$ cat src/rtl/calc_pkg.sv
// Shared opcode/state encodings and flag bit positions for the accumulator unit.
package calc_pkg;

  typedef enum logic [3:0] {
    OP_ADD  = 4'h0,
    OP_SUB  = 4'h1,
    OP_OR   = 4'h2,
    OP_AND  = 4'h3,
    OP_XOR  = 4'h4,
    OP_SHL  = 4'h5,
    OP_SHR  = 4'h6,
    OP_SAR  = 4'h7,
    OP_NEG  = 4'h8,
    OP_NOT  = 4'h9,
    OP_REV  = 4'hA,
    OP_MUL  = 4'hB,
    OP_LOAD = 4'hC,
    OP_LTU  = 4'hD,
    OP_GTU  = 4'hE,
    OP_UNDO = 4'hF
  } opcode_e;

  typedef enum logic {IDLE, BUSY} state_e;

  localparam int FLAG_W = 4;
  localparam int FLG_C  = 3;
  localparam int FLG_V  = 2;
  localparam int FLG_N  = 1;
  localparam int FLG_Z  = 0;

endpackage

$ cat src/rtl/calc_undo_stack.sv
// Circular LIFO of {acc, flags} snapshots; a push when full overwrites the oldest entry.
module calc_undo_stack
  import calc_pkg::*;
#(
  parameter int WIDTH      = 8,
  parameter int UNDO_DEPTH = 4
) (
  input  logic                              clk,
  input  logic                              rst_n,
  input  logic                              push,
  input  logic                              pop,
  input  logic [WIDTH+FLAG_W-1:0]           push_data,
  output logic [WIDTH+FLAG_W-1:0]           top_data,
  output logic [$clog2(UNDO_DEPTH+1)-1:0]   count
);

  localparam int PW = (UNDO_DEPTH > 1) ? $clog2(UNDO_DEPTH) : 1;
  localparam int CW = $clog2(UNDO_DEPTH+1);

  typedef struct packed {
    logic [WIDTH-1:0]  acc;
    logic [FLAG_W-1:0] flags;
  } undo_entry_t;

  undo_entry_t   mem [UNDO_DEPTH];
  logic [PW-1:0] wr_ptr;
  logic [PW-1:0] top_ptr;

  function automatic logic [PW-1:0] ptr_inc(input logic [PW-1:0] p);
    return (p == PW'(UNDO_DEPTH-1)) ? '0 : p + PW'(1);
  endfunction

  function automatic logic [PW-1:0] ptr_dec(input logic [PW-1:0] p);
    return (p == '0) ? PW'(UNDO_DEPTH-1) : p - PW'(1);
  endfunction

  // wr_ptr always names the slot the next push lands in, so the newest entry sits one behind it.
  assign top_ptr  = ptr_dec(wr_ptr);
  assign top_data = mem[top_ptr];

  always_ff @(posedge clk or negedge rst_n) begin
    if (!rst_n) begin
      wr_ptr <= '0;
      count  <= '0;
      for (int i = 0; i < UNDO_DEPTH; i++) mem[i] <= '0;
    end else if (push) begin
      mem[wr_ptr] <= push_data;
      wr_ptr      <= ptr_inc(wr_ptr);
      if (count != CW'(UNDO_DEPTH)) count <= count + CW'(1);
    end else if (pop && (count != '0)) begin
      wr_ptr <= top_ptr;
      count  <= count - CW'(1);
    end
  end

endmodule

$ cat src/rtl/calc_accum_unit.sv
// WIDTH-bit accumulator calculator with valid/ready issue, multi-cycle shift/multiply and undo history.
// state | meaning
// IDLE  | op_ready=1; single-cycle ops and UNDO complete on the accept edge
// BUSY  | shift or multiply in progress; counter runs down, acc/flags hold
module calc_accum_unit
  import calc_pkg::*;
#(
  parameter int WIDTH      = 8,
  parameter int UNDO_DEPTH = 4
) (
  input  logic                             clk,
  input  logic                             rst_n,
  input  logic                             op_valid,
  output logic                             op_ready,
  input  logic [3:0]                       opcode,
  input  logic [WIDTH-1:0]                 operand,
  output logic [WIDTH-1:0]                 acc,
  output logic [3:0]                       flags,
  output logic                             err,
  output logic [$clog2(UNDO_DEPTH+1)-1:0]  undo_count
);

  localparam int KW   = $clog2(WIDTH);
  localparam int CNTW = $clog2(WIDTH+1);

  typedef struct packed {
    logic [WIDTH-1:0]  acc;
    logic [FLAG_W-1:0] flags;
  } undo_entry_t;

  state_e               state_q, state_d;
  opcode_e              op, bop_q, bop_d;
  logic [WIDTH-1:0]     acc_q, acc_d, work_q, work_d, alu_res;
  logic [3:0]           flg_q, flg_d;
  logic                 err_q, err_d, alu_c, alu_v, c_step, push, pop;
  logic [CNTW-1:0]      cnt_q, cnt_d;
  logic [2*WIDTH-1:0]   prod_q, prod_d, mcand_q, mcand_d;
  logic [WIDTH:0]       sum;
  logic [KW-1:0]        k;
  undo_entry_t          push_entry, undo_top;

  assign op         = opcode_e'(opcode);
  assign k          = operand[KW-1:0];
  assign push_entry = '{acc: acc_q, flags: flg_q};

  function automatic logic [3:0] mk_flags(input logic c, input logic v, input logic [WIDTH-1:0] r);
    logic [3:0] f;
    f        = '0;
    f[FLG_C] = c;
    f[FLG_V] = v;
    f[FLG_N] = r[WIDTH-1];
    f[FLG_Z] = (r == '0);
    return f;
  endfunction

  always_comb begin
    alu_res = acc_q;
    alu_c   = 1'b0;
    alu_v   = 1'b0;
    sum     = '0;
    case (op)
      OP_ADD: begin
        sum     = {1'b0, acc_q} + {1'b0, operand};
        alu_res = sum[WIDTH-1:0];
        alu_c   = sum[WIDTH];
        alu_v   = (acc_q[WIDTH-1] == operand[WIDTH-1]) && (alu_res[WIDTH-1] != acc_q[WIDTH-1]);
      end
      OP_SUB: begin
        alu_res = acc_q - operand;
        alu_c   = operand > acc_q;
        alu_v   = (acc_q[WIDTH-1] != operand[WIDTH-1]) && (alu_res[WIDTH-1] != acc_q[WIDTH-1]);
      end
      OP_OR:   alu_res = acc_q | operand;
      OP_AND:  alu_res = acc_q & operand;
      OP_XOR:  alu_res = acc_q ^ operand;
      OP_NEG: begin
        alu_res = '0 - acc_q;
        alu_v   = (acc_q == {1'b1, {(WIDTH-1){1'b0}}});
        alu_c   = |acc_q;
      end
      OP_NOT:  alu_res = ~acc_q;
      OP_REV:  for (int i = 0; i < WIDTH; i++) alu_res[i] = acc_q[WIDTH-1-i];
      OP_LOAD: alu_res = operand;
      OP_LTU:  alu_res = {{(WIDTH-1){1'b0}}, acc_q < operand};
      OP_GTU:  alu_res = {{(WIDTH-1){1'b0}}, acc_q > operand};
      default: ;
    endcase
  end

  always_ff @(posedge clk or negedge rst_n) begin
    if (!rst_n) state_q <= IDLE;
    else        state_q <= state_d;
  end

  always_comb begin
    state_d  = state_q;
    acc_d    = acc_q;
    flg_d    = flg_q;
    err_d    = 1'b0;
    cnt_d    = cnt_q;
    work_d   = work_q;
    prod_d   = prod_q;
    mcand_d  = mcand_q;
    bop_d    = bop_q;
    push     = 1'b0;
    pop      = 1'b0;
    c_step   = 1'b0;
    op_ready = (state_q == IDLE);
    case (state_q)
      IDLE: if (op_valid) begin
        push = (op != OP_UNDO);
        if (op == OP_UNDO) begin
          if (undo_count == '0) err_d = 1'b1;
          else begin
            pop   = 1'b1;
            acc_d = undo_top.acc;
            flg_d = undo_top.flags;
          end
        end else if ((op inside {OP_SHL, OP_SHR, OP_SAR}) && (k != '0)) begin
          state_d = BUSY;
          cnt_d   = CNTW'(k);
          work_d  = acc_q;
          bop_d   = op;
        end else if (op == OP_MUL) begin
          state_d = BUSY;
          cnt_d   = CNTW'(WIDTH);
          work_d  = operand;
          prod_d  = '0;
          mcand_d = {{WIDTH{1'b0}}, acc_q};
          bop_d   = op;
        end else begin
          acc_d = alu_res;
          flg_d = mk_flags(alu_c, alu_v, alu_res);
        end
      end
      BUSY: begin
        cnt_d = cnt_q - CNTW'(1);
        case (bop_q)
          OP_SHL: begin c_step = work_q[WIDTH-1]; work_d = work_q << 1; end
          OP_SHR: begin c_step = work_q[0];       work_d = work_q >> 1; end
          OP_SAR: begin c_step = work_q[0];       work_d = {work_q[WIDTH-1], work_q[WIDTH-1:1]}; end
          OP_MUL: begin
            prod_d  = prod_q + (work_q[0] ? mcand_q : '0);
            mcand_d = mcand_q << 1;
            work_d  = work_q >> 1;
          end
          default: ;
        endcase
        // Terminal count: this edge takes the counter to zero and commits the result.
        if (cnt_q == CNTW'(1)) begin
          state_d = IDLE;
          if (bop_q == OP_MUL) begin
            acc_d = prod_d[WIDTH-1:0];
            flg_d = mk_flags(1'b0, |prod_d[2*WIDTH-1:WIDTH], prod_d[WIDTH-1:0]);
          end else begin
            acc_d = work_d;
            flg_d = mk_flags(c_step, 1'b0, work_d);
          end
        end
      end
      default: state_d = IDLE;
    endcase
  end

  always_ff @(posedge clk or negedge rst_n) begin
    if (!rst_n) begin
      acc_q   <= '0;
      flg_q   <= '0;
      err_q   <= 1'b0;
      cnt_q   <= '0;
      work_q  <= '0;
      prod_q  <= '0;
      mcand_q <= '0;
      bop_q   <= OP_ADD;
    end else begin
      acc_q   <= acc_d;
      flg_q   <= flg_d;
      err_q   <= err_d;
      cnt_q   <= cnt_d;
      work_q  <= work_d;
      prod_q  <= prod_d;
      mcand_q <= mcand_d;
      bop_q   <= bop_d;
    end
  end

  calc_undo_stack #(
    .WIDTH      (WIDTH),
    .UNDO_DEPTH (UNDO_DEPTH)
  ) u_undo (
    .clk       (clk),
    .rst_n     (rst_n),
    .push      (push),
    .pop       (pop),
    .push_data (push_entry),
    .top_data  (undo_top),
    .count     (undo_count)
  );

  assign acc   = acc_q;
  assign flags = flg_q;
  assign err   = err_q;

endmodule

$ cat config.mk
export PLATFORM = sky130hd
export DESIGN_NAME = calc_accum_unit
export DESIGN_NICKNAME = d
export VERILOG_FILES = /design/src/rtl/calc_pkg.sv /design/src/rtl/calc_undo_stack.sv /design/src/rtl/calc_accum_unit.sv
export SDC_FILE = /design/constraint.sdc
export NUM_CORES = 1
export LEC_CHECK = 0
export BUFFER_PORTS_ARGS = -buffer_cell sky130_fd_sc_hd__buf_2
export CORE_MARGIN = 2
export CORE_UTILIZATION = 57
export CTS_CLUSTER_DIAMETER = 50
export DETAILED_ROUTE_END_ITERATION = 8
export PLACE_DENSITY = 0.77
export SETUP_SLACK_MARGIN = 0.15
export SYNTH_ARGS = -nofsm -noshare
export SYNTH_HDL_FRONTEND = slang
export SYNTH_HIERARCHICAL = 1
export SYNTH_SLANG_ARGS = --single-unit
$ cat constraint.sdc
create_clock -name clk -period 3.1 [get_ports clk]
set_input_delay 0.775 -clock clk [delete_from_list [all_inputs] [get_ports clk]]
set_output_delay 0.775 -clock clk [all_outputs]
set_load 0.1 [all_outputs]
After elaboration in Yosys (flattened, before gate mapping)
Cells that the tools add are included.
- register bits: 115
- output and inout port bits: 17
- add/sub/neg operators: 9
- order comparisons: 6
- eq/ne operators: 39
- muxes and demuxes: 77
- bitwise operators: 8
- reduce and logical (&&, ||, !) cells: 26
- operators by type and width (cell ; count):
    2-to-1 mux 16 bit ; 12
    2-to-1 mux 8 bit ; 12
    case mux 8 bit (11 select lines) ; 1
    case mux 16 bit (2 select lines) ; 2
    2-to-1 mux 4 bit ; 13
    bitwise mux 48 bit ; 1
    equality test 4 bit (second input constant) ; 9
    2-to-1 mux 12 bit ; 3
    case mux 8 bit (2 select lines) ; 2
    equality test 4 x 3 -> 1 bit (second input constant) ; 7
    binary-select mux 12 bit (select 2 bit) ; 1
    demux 12 bit (select 2 bit) ; 1
    logical NOT 8 bit ; 3
    case mux 8 bit (3 select lines) ; 1
    adder 16 bit ; 1
    > comparator 8 bit ; 2
    case mux 4 bit (2 select lines) ; 2
    OR reduction 8 bit ; 2
    2-to-1 mux 1 bit ; 15
    != test 3 bit (second input constant) ; 4
    AND reduction 5 bit ; 2
    adder 8 x 8 -> 9 bit ; 1
    2-to-1 mux 3 bit ; 3
    nonzero test 3 bit ; 3
    38 further kinds ; 62

Longest topological paths before layout
- depth after elaboration: 10
- mapped depth: 13

Cells and area by module
Netlist, hierarchy kept.
- by module, submodules not included (module ; instances ; cells each ; area an instance (µm²) ; sequential area each (µm²)):
    calc_accum_unit ; 1 ; 790 ; 6223.5 ; 1551.5
    calc_undo_stack ; 1 ; 155 ; 2482.4 ; 1326.3

Least setup slack after synthesis
No wires, ideal clock.
- path kind: register -> register
- start point: register acc_q[4] (netlist: acc[4])
- end point: register flg_q[2] (netlist: flags[2])
- setup time: 0.143 ns
- arrival time: 3.236 ns
- required time: 2.957 ns
- path slack: -0.279 ns
- stages on the path, launching flop included: 12
- buffers on the path: 2
- cells stage by stage: dfrtp_1 clkbuf_1 inv_1 ha_1 clkbuf_1 nand4_1 a31o_2 xnor2_1 a41oi_1 o211ai_1 nor4_1 a41oi_1
- word-level cells in the longest chain between the ends: 9
- elaborated cells on any way between the ends: 13
- those cells by class: add/sub: 2; eq/ne: 3; mux: 6; reduce/logical: 2
- RTL lines (item ; line ; RTL):
    start: declaration ; calc_accum_unit.sv:33 ; logic [WIDTH-1:0] acc_q, acc_d, work_q, work_d, alu_res;
    start signal: assignment ; calc_accum_unit.sv:167 ; acc_q <= '0;
    start signal: assignment ; calc_accum_unit.sv:176 ; acc_q <= acc_d;
    subtractor 8 bit or adder 8 x 8 -> 9 bit (tied branches) ; calc_accum_unit.sv:69, calc_accum_unit.sv:63 ;
    != test 1 bit, on equally long branches ; calc_accum_unit.sv:71, calc_accum_unit.sv:66 ;
    logical AND 1 bit, on equally long branches ; calc_accum_unit.sv:71, calc_accum_unit.sv:66 ;
    case mux 1 bit (3 select lines) * ; calc_accum_unit.sv:61 ; case (op)
    2-to-1 mux 4 bit * ; calc_accum_unit.sv:124 ; end else if (op == OP_MUL) begin
    2-to-1 mux 4 bit * ; calc_accum_unit.sv:119 ; end else if ((op inside {OP_SHL, OP_SHR, OP_SAR}) && (k != '0)) begin
    2-to-1 mux 4 bit * ; calc_accum_unit.sv:112 ; if (op == OP_UNDO) begin
    2-to-1 mux 4 bit * ; calc_accum_unit.sv:110 ; IDLE: if (op_valid) begin
    case mux 4 bit (2 select lines) * ; calc_accum_unit.sv:109 ; case (state_q)
    end signal: assignment ; calc_accum_unit.sv:177 ; flg_q <= flg_d;
    end: declaration ; calc_accum_unit.sv:34 ; logic [3:0] flg_q, flg_d;
Every way passes the cells marked *; elsewhere a longest branch is shown, timed or not. The select of a mux whose other input is x is not followed.
A chain may end at the register's enable or synchronous reset.

Worst setup path in the final report
- start point: register acc_q[2] (netlist: acc[2])
- end point: register flg_q[2] (netlist: flags[2])
The elaborated chain is that of the path after synthesis.

==> results.tsv <==
stage	metric	value	unit
power	Power, Total	10.6	mW
sta	Slew headroom	40.9	%
global_routing	vias in the first global route	7667	
drt	Vias	8085	
final_layout	final net count	1114	
global_routing	largest net degree at the start of global routing	56	
clocking	CTS tree	built	
drt	vias per cell	6.47	
power	maximum VDD drop	0.889	mV
setup_path	Worst R2R Start	acc[2]	
yosys	Mapped Cells	945	
yosys	Synth top area share	33.1	%
setup_path	crit-path max FO	5	
global_routing	initial antenna violation count	0	
clocking	Clock Path Buffers	2	
drt	WL/cell	21.4	microns
floorplan	initial core utilization	57.7	%
yosys	number of flops mapped to enable cells by yosys	0	
power	cell area power density	1020	nW/um^2
yosys	Seq/Total Area, Yosys	33.1	%
yosys	largest area contributor in the netlist	dfrtp_1	
final_layout	Syn-to-layout area delta	20.2	%
final_layout	ANT cells	0	
global_routing	first-pass GRT wire length	42.2	mm
floorplan	chip height	128	microns
placement	RePlAce Congestion	0.967	
sta	Slew Limit Fails	0	
drt	First-pass DRT Iterations	5	
sta	count of final setup violators	0	
floorplan	Die ar.	16300	sq um
global_routing	total track usage	33.7	%
min_path	worst hold path type	primary input to asynchronous set/reset pin	
yosys	Async S/R FF share, synth	100	%
flow_run	# Max-Cap Violations	0	
clocking	clk sink count	115	
setup_path	critical path capture point	flags[2]	
yosys	Syn Area/Cell	9.21	sq um
power	leak pwr	4.71	nW
sta	Clock Skew	0.00664	ns
sta	Max Clk Rate	0.334	GHz
yosys	Netlist cell types	92	
clocking	# H-tree levels	4	
final_layout	Core Util, Final	69.3	%
clocking	Skew-Pair Late Insertion Delay	0.43	ns
yosys	Synth Flop Type	dfrtp_1	
yosys	Area contributors post-synth	dfrtp_1, ha_1, mux2_2	
clocking	clock-pin slew on the worst setup and hold paths	0.06	ns
yosys	post-synthesis register bit count	115	
sta	fin crit period	3.00	ns
sta	RSZ-0062 raised after global routing	true	
clocking	cts bufs inserted	17	
setup_path	R2R setup slack	0.10	ns
drt	DRT antenna net count	0	
final_layout	layout cells sized above 1	29.2	%
yosys	syn nets	1011	
setup_path	Critical Path Sink Type	register	
yosys	cell area after synthesis	8710	sq um
setup_path	WP data arrival	3.28	ns
status	outcome	complete, no violations	
drt	Initial DRC Count	832	
floorplan	die width	128	microns
setup_path	Reg-to-Reg End	flags[2]	
final_layout	most common cell after layout, fill and taps aside	buf_4	
setup_path	Data required, critical path	3.39	ns
final_layout	most frequent cells in the layout	buf_4, dfrtp_1, nand2_1, a21oi_1, nor2_1	
floorplan	Core Region	15100	sq um
clocking	clock root buffer	clkbuf_16	
setup_path	worst setup path category	register to register	
sta	Hold Violations, Final	0	
yosys	Yosys warnings	6	
floorplan	Site Rows	45	
sta	Worst-Margin Slew	0.880	ns
floorplan	IO Count	32	
setup_path	Reg2Reg Depth	10	
placement	port bufs	31	
sta	fin crit share	96.7	%
placement	HPWL Detailed	19.0	mm
global_routing	GRT overflow	0	
setup_path	critical path launch point	acc[2]	
drt	DRC	0	
setup_path	Worst Setup Start Kind	register	
drt	Detailed Route WL	26.7	mm
## worst min path at each step
stage | from | end | slack (ns) | cells past startpoint
4_1_cts | rst_n | work_q[3] | 0.44 | 1
5_1_grt | rst_n | work_q[3] | 0.46 | 1
6_report | rst_n | bop_q[2] | 0.40 | 1
3_5_place_dp | u_undo/mem[8] | u_undo/mem[8] | 0.49 | 1
3_3_place_gp | u_undo/mem[47] | u_undo/mem[47] | 0.48 | 1
2_1_floorplan | mcand_q[1] | mcand_q[1] | 0.46 | 2
## stage by stage
stage	hold WS (ns)	setup WS, ns	cell area [sq um]	TNS (ns)	instances
detailed placement	0.488	-0.0615	9680	-0.140	1211
global placement	0.479	-0.0309	9680	-0.0514	1211
CTS	0.438	0.164	10300	0	1244
floorplan	0.464	0.140	8750	0	945
finish	0.400	0.102	10500	0	1249
global route	0.464	0.0293	10500	0	1249
## cell type report
cell class	count	area, sq um
clock inverters	15	158
well taps	188	235
inverters	39	149
multi-input cells	731	5540
fillers	1182	4630
clock buffers	17	425
repair buffers	144	1060
flip-flops and latches	115	2900
## critical path, stage by stage (launching register included)
cell and delay, ns:
dfrtp_2 0.45, inv_1 0.15, ha_1 0.44, buf_4 0.16, nand4_1 0.13, a31o_2 0.28
xnor2_1 0.13, a41oi_1 0.41, o211ai_1 0.20, nor4_2 0.34, a41oi_1 0.15
## power breakdown
part           switching (mW)  internal, mW
clock network           0.819          1.14
logic                    3.50          2.32
registers               0.675          2.17
total                    4.99          5.63
## cell usage after synthesis, drive strengths merged (4+ instances only)
cell    number
nand3       15
a211oi      14
o21a         8
and2        18
a22o        15
buf         30
a31o         6
nor3        20
nand2b      11
o32ai        4
o21bai       5
nor2b       11
inv         39
a21o        12
mux4        12
ha          47
dfrtp      115
o22ai        7
xor2         6
clkbuf      30
o31ai        4
nor4        10
a221oi       8
o211ai      13
nand2       80
mux2i       24
a22oi        5
a31oi       11
fa           4
nor2        73
nand4        7
or3          5
o21ai       59
and3         8
a21oi       74
mux2        51
xnor2       13
or4          6
or2          6
## cells by family (layout without fill, tap and decap cells)
| group | Yosys count | in the layout | share of synthesized area, % |
|---|---|---|---|
| AO/OA/AOI/OAI | 285 | 285 | 22.2 |
| XOR/XNOR | 19 | 19 | 1.91 |
| adder cells (fa/ha/maj) | 51 | 51 | 7.67 |
| buffers and inverters | 99 | 215 | 5.38 |
| flip-flops | 115 | 115 | 33.1 |
| multiplexers | 87 | 87 | 12.6 |
| AND/OR/NAND/NOR | 289 | 289 | 17.1 |
## state kept, by name (all words and copies together) (netlist names), 3 cells and up
register,flops
flags,4
prod_q,16
mcand_q,16
bop_q,4
u_undo/count,3
work_q,8
acc,8
cnt_q,4
u_undo/mem,48
## per-layer routing
metal	vias to the layer above	routed length, microns	GRT usage, %
met1	3912	11500	47.4
met5	-	0	0
met3	52	2510	8.21
li1	3722	-	-
met4	0	673	11.6
met2	399	12000	51.3
## repair_timing
action | 4_1_cts | 5_1_grt
gates resized for setup | 7 | 31
buffers inserted | 1 | 5
endpoints found under the setup margin | 2 | 8
hold buffers | 0 | 0
pin swaps | 4 | 14
(Power assumes the default switching activity.)
